===== src/rtl/repetition_pkg.sv =====
// Shared framing definitions for the repetition-coded serial link.
// The receive side imports the same package so line levels always agree.
package repetition_pkg;

    typedef enum logic [1:0] {
        IDLE  = 2'd0,
        START = 2'd1,
        DATA  = 2'd2,
        STOP  = 2'd3
    } state_t;

    localparam logic IDLE_LEVEL  = 1'b1;
    localparam logic START_LEVEL = 1'b0;
    localparam logic STOP_LEVEL  = 1'b1;

    // Counter width able to hold 0..n-1, never narrower than one bit.
    function automatic int cnt_w(input int n);
        return (n <= 1) ? 1 : $clog2(n);
    endfunction

endpackage


===== src/rtl/rep_symbol_timer.sv =====
// Copy counter: counts baud_en pulses and flags the final copy of a symbol.
// sym_last is combinational so the symbol advances on the same edge that
// completes its REPEAT-th copy.
module rep_symbol_timer
    import repetition_pkg::*;
#(
    parameter int REPEAT = 7
) (
    input  logic clk,
    input  logic rst,
    input  logic baud_en,
    input  logic clear,
    output logic sym_last
);

    localparam int CW = cnt_w(REPEAT);
    localparam logic [CW-1:0] LAST_COPY = CW'(REPEAT - 1);

    logic [CW-1:0] rep_cnt;

    assign sym_last = baud_en && !clear && (rep_cnt == LAST_COPY);

    // Copy count: held at zero while cleared, wraps to zero on the last copy.
    always_ff @(posedge clk) begin
        if (rst || clear) begin
            rep_cnt <= '0;
        end else if (baud_en) begin
            rep_cnt <= sym_last ? '0 : rep_cnt + 1'b1;
        end
    end

endmodule


===== src/rtl/repetition_tx.sv =====
// Repetition-coded serial transmitter.
// Valid/ready handshake: a word transfers on a rising edge where in_valid and
// in_ready are both 1; in_ready depends only on state (and rst), never on
// in_valid. The frame is start, DATA_W data bits LSB first, stop, with each
// symbol driven for REPEAT copies paced by baud_en.
module repetition_tx
    import repetition_pkg::*;
#(
    parameter int DATA_W = 8,
    parameter int REPEAT = 7
) (
    input  logic              clk,
    input  logic              rst,
    input  logic              baud_en,
    input  logic [DATA_W-1:0] in,
    input  logic              in_valid,
    output logic              in_ready,
    output logic              out,
    output logic              busy,
    output logic              done
);

    if (REPEAT < 3 || REPEAT > 15 || (REPEAT % 2) == 0) begin : g_bad_repeat
        $error("repetition_tx: REPEAT must be odd and within 3..15");
    end
    if (DATA_W < 1 || DATA_W > 32) begin : g_bad_data_w
        $error("repetition_tx: DATA_W must be within 1..32");
    end

    localparam int BW = cnt_w(DATA_W);
    localparam logic [BW-1:0] LAST_BIT = BW'(DATA_W - 1);

    state_t            state;
    state_t            state_next;
    logic [DATA_W-1:0] shreg;
    logic [DATA_W-1:0] shreg_shift;
    logic [BW-1:0]     bit_cnt;
    logic              sym_last;
    logic              accept;
    logic              last_bit;

    assign in_ready    = (state == IDLE) && !rst;
    assign accept      = in_valid && in_ready;
    assign last_bit    = (bit_cnt == LAST_BIT);
    assign shreg_shift = shreg >> 1;

    // The timer is held clear while idle so START copies count from the
    // first baud_en after acceptance.
    rep_symbol_timer #(
        .REPEAT (REPEAT)
    ) u_timer (
        .clk      (clk),
        .rst      (rst),
        .baud_en  (baud_en),
        .clear    (state == IDLE),
        .sym_last (sym_last)
    );

    // Next-state selection; every state advances only on the last copy.
    always_comb begin
        state_next = state;
        case (state)
            IDLE:    if (accept) state_next = START;
            START:   if (sym_last) state_next = DATA;
            DATA:    if (sym_last && last_bit) state_next = STOP;
            STOP:    if (sym_last) state_next = IDLE;
            default: state_next = IDLE;
        endcase
    end

    // State register.
    always_ff @(posedge clk) begin
        if (rst) begin
            state <= IDLE;
        end else begin
            state <= state_next;
        end
    end

    // Shift register, bit counter and registered line outputs; out always
    // takes the level of the symbol being entered on the advancing edge.
    always_ff @(posedge clk) begin
        if (rst) begin
            shreg   <= '0;
            bit_cnt <= '0;
            out     <= IDLE_LEVEL;
            busy    <= 1'b0;
            done    <= 1'b0;
        end else begin
            done <= 1'b0;
            case (state)
                IDLE: begin
                    if (accept) begin
                        shreg   <= in;
                        bit_cnt <= '0;
                        out     <= START_LEVEL;
                        busy    <= 1'b1;
                    end
                end
                START: begin
                    if (sym_last) begin
                        bit_cnt <= '0;
                        out     <= shreg[0];
                    end
                end
                DATA: begin
                    if (sym_last) begin
                        if (last_bit) begin
                            out <= STOP_LEVEL;
                        end else begin
                            shreg   <= shreg_shift;
                            bit_cnt <= bit_cnt + 1'b1;
                            out     <= shreg_shift[0];
                        end
                    end
                end
                STOP: begin
                    if (sym_last) begin
                        out  <= IDLE_LEVEL;
                        busy <= 1'b0;
                        done <= 1'b1;
                    end
                end
                default: begin
                    out  <= IDLE_LEVEL;
                    busy <= 1'b0;
                end
            endcase
        end
    end

endmodule


===== config.mk =====
export PLATFORM = sky130hd
export DESIGN_NAME = repetition_tx
export DESIGN_NICKNAME = d
export VERILOG_FILES = /design/src/rtl/repetition_pkg.sv /design/src/rtl/rep_symbol_timer.sv /design/src/rtl/repetition_tx.sv
export SDC_FILE = /design/constraint.sdc
export NUM_CORES = 1
export LEC_CHECK = 0
export BUFFER_PORTS_ARGS = -buffer_cell sky130_fd_sc_hd__clkbuf_2
export CORE_MARGIN = 5
export CORE_UTILIZATION = 35
export CTS_BUF_LIST = sky130_fd_sc_hd__clkbuf_16
export DETAILED_ROUTE_END_ITERATION = 8
export PLACE_DENSITY_LB_ADDON = 0.1
export SETUP_SLACK_MARGIN = 0.3
export SLEW_MARGIN = 15
export SYNTH_ARGS = -nofsm -noshare
export SYNTH_HDL_FRONTEND = slang
export SYNTH_SLANG_ARGS = --single-unit

===== constraint.sdc =====
create_clock -name clk -period 4.35 [get_ports clk]
set_clock_uncertainty 0.05 [all_clocks]
set_input_delay 0.2175 -clock clk [delete_from_list [all_inputs] [get_ports clk]]
set_output_delay 0.2175 -clock clk [all_outputs]
set_load 0.05 [all_outputs]

==> run metrics <==
Critical path buffers and inverters=1; post-cts hold buffer count=0; RSZ-0062 raised after global routing=false; clk_lat worst skew=0.25 ns; total CTS buffers=3; Setup TNS Final=0 ns; total congestion overflow=0; Cell Area, Placed=1150 um^2; Crit. End Element=flop; number of global-route vias before repair=816; Pwr Density=725 nW/um^2; CTS resizes=0; Switching Fraction=41.1%; Avg Synthesized Cell Area=9.75 um^2; Startpoint Class=flop; most frequent cells in the layout=dfxtp_1, clkbuf_2, a21oi_1; CTS sink cnt=19; GR Util All Layers=11.6%; Seq cells post-synth=19; drt pass-1 iters=5; Critical R2R Launch=state[0]; Largest stage delay, worst path=0.65 ns; ANT nets after route=0; H-Tree Depth=1; Final Hold Viols=0; PortBufs=15; 1st-iter DRT viols=30; VDD IR-drop max=322 uV; area of the mapped netlist=1060 um^2; Initial Util=35.7%; M3 GR Usage=3.25%; row cnt=20; CTS clk-pin slew, worst paths=0.06 ns; Worst Reg2Reg Path Length in Cells=6; Post CTS Setup Buffer Count=0; WL/cell=14.3 um; Hold Path Class=in -> reg; Crit Path Max Fanout=15; synthesized instance count=109; Post-Place Worst Slack=2.06 ns; RR Endpoint=shreg[0]; die area=4240 um^2; Worst Tran Pin Value=0.749 ns; Worst EP required=4.46 ns; FILL cells=307; max_slew headroom=50.0%; Sequential Power Share=29.9%; CTS Root Cell=clkbuf_16; I/O pin cnt=16; Crit-path slowest cell=ha_1; Slew Limit Fails=0; combinational power share=48.6%; share of layout cells above drive strength 1=19.5%; Int Power=524 uW; post-route worst setup slack=2.06 ns; area grow syn2layout=15.7%; Switching Power=367 uW; Max Freq=0.436 GHz; Core Footprint=2980 um^2; leading cell type in the layout, fill and taps excluded=dfxtp_1; met2 Usage GRT=20.1%; critical path cell sequence=inv_1 -> ha_1 -> or2b_1 -> o22ai_4 -> a21oi_1 -> a311oi_1; vias per inst=5.52; worst hold start=in[4]; post-route clock period utilization=52.7%; r2r setup slk=2.06 ns; Clock power frac=21.6%; CP arrival=2.40 ns; Cells after DPL=152; post-route cell area=1230 um^2; clock buffer depth=2; initial antenna violation count=0; CP top delay family=compound AO/OA/AOI/OAI gates; Final setup viols=0; dpl hpwl=1.59 mm; nets=146; largest net degree at the start of global routing=20; GPL Wtd Cong=0.748; Die Wd=65.1 um; Mapped Nets=131; n_diodes=0; yosys warns=0; routed vias=861; Hold WS=0.249 ns; sequential area share after synthesis=35.8%; post-layout util=41.3%; Synth cell types=32; worst hold stages=3; first-pass GRT wire length=3.74 mm; Die H=65.1 um; hold endpoint=shreg[4]; Leakage=0.539 nW; drt drc=0; Final Critical Period=2.29 ns; status=complete, no violations; final WL=2.23 mm; CTS tree=built; Non-Filler Instances=156; WS Path Type=reg -> reg; Max Cap Viol=0; GR peak layer=met2; GR Util met1=13.4%; total power=891 uW
metal layers:
metal	vias to the layer above	share of wire [%]
met2	21	49
met4	0	1.8
met5	-	0
li1	430	-
met1	403	45
met3	7	4.4
worst register-to-register path, delay by kind of cell, from the launching register on:
| family | cells | cell delay [ns] |
|---|---|---|
| and+or+nand+nor | 1 | 0.34 |
| AOI/OAI and AO/OA | 3 | 0.71 |
| adders and majority gates | 1 | 0.65 |
| DFF | 1 | 0.34 |
| buffers and inverters | 1 | 0.11 |
state kept, by name, summed over array words and instances, names as in the netlist:
name and cells:
shreg 8, bit_cnt 3, u_timer.rep_cnt 3, state 2
busy 1, done 1, out 1
how the worst max path moves through the flow:
stage          cells past startpoint  slack, ns  endpoint      from
5_1_grt                            6       1.86  shreg[5]  state[0]
3_5_place_dp                       6       2.06  shreg[2]  state[0]
4_1_cts                            6       2.02  shreg[0]  state[0]
2_1_floorplan                      6       2.52  state[1]  state[0]
3_3_place_gp                       6       2.09  shreg[5]  state[0]
6_report                           6       2.06  shreg[0]  state[0]
power groups by stage:
stage | logic (mW) | registers (mW) | clock network [mW]
2_1_floorplan | 0.357 | 0.282 | 0
3_3_place_gp | 0.430 | 0.266 | 0
3_5_place_dp | 0.437 | 0.269 | 0
4_1_cts | 0.440 | 0.266 | 0.198
5_1_grt | 0.480 | 0.273 | 0.207
6_report | 0.433 | 0.266 | 0.192
cell usage after synthesis:
library cell / instances / share of area [%]
nand4b_4: 1 / 2.2
a22o_1: 2 / 1.6
a311oi_1: 7 / 5.8
a21oi_1: 13 / 6.1
or3_1: 1 / 0.59
inv_1: 7 / 2.5
and2_1: 1 / 0.59
o21ai_0: 3 / 1.4
a221oi_1: 1 / 0.82
o22ai_4: 1 / 1.9
ha_1: 10 / 12
nand2_1: 5 / 1.8
nor4b_1: 1 / 0.82
or2b_1: 1 / 0.71
nor3_1: 3 / 1.4
a222oi_1: 1 / 0.94
o21ai_1: 1 / 0.47
dfxtp_1: 19 / 36
clkbuf_1: 1 / 0.35
a22oi_1: 1 / 0.71
a31oi_1: 1 / 0.59
a32o_1: 1 / 0.94
nand2b_1: 1 / 0.59
or2_1: 1 / 0.59
nor2_1: 5 / 1.8
and4bb_1: 1 / 1.2
nor2b_1: 3 / 1.8
buf_2: 3 / 1.4
a211oi_2: 1 / 1.2
mux2_2: 2 / 2.1
mux2i_1: 9 / 8.5
buf_6: 1 / 1.1
logic make-up (layout without fill, tap and decap cells):
kind of cell	Yosys count	count (layout)	synth area share (%)
flops	19	19	35.8
simple gates	24	24	14.0
mux	11	11	10.6
compound gates	33	33	22.5
buf+inv	12	26	5.30
fa+ha+maj	10	10	11.8
layout make-up:
cell class | count | area, um^2 | share of cell area, %
timing repair buffer | 15 | 75.1 | 6.11
clock buffer | 3 | 75.1 | 6.11
clock inverter | 1 | 5.00 | 0.407
sequential | 19 | 380 | 31.0
inverter | 7 | 26.3 | 2.14
tap | 33 | 41.3 | 3.36
multi-input combinational | 78 | 626 | 50.9
Note: power is estimated with default switching activity, not from simulation.
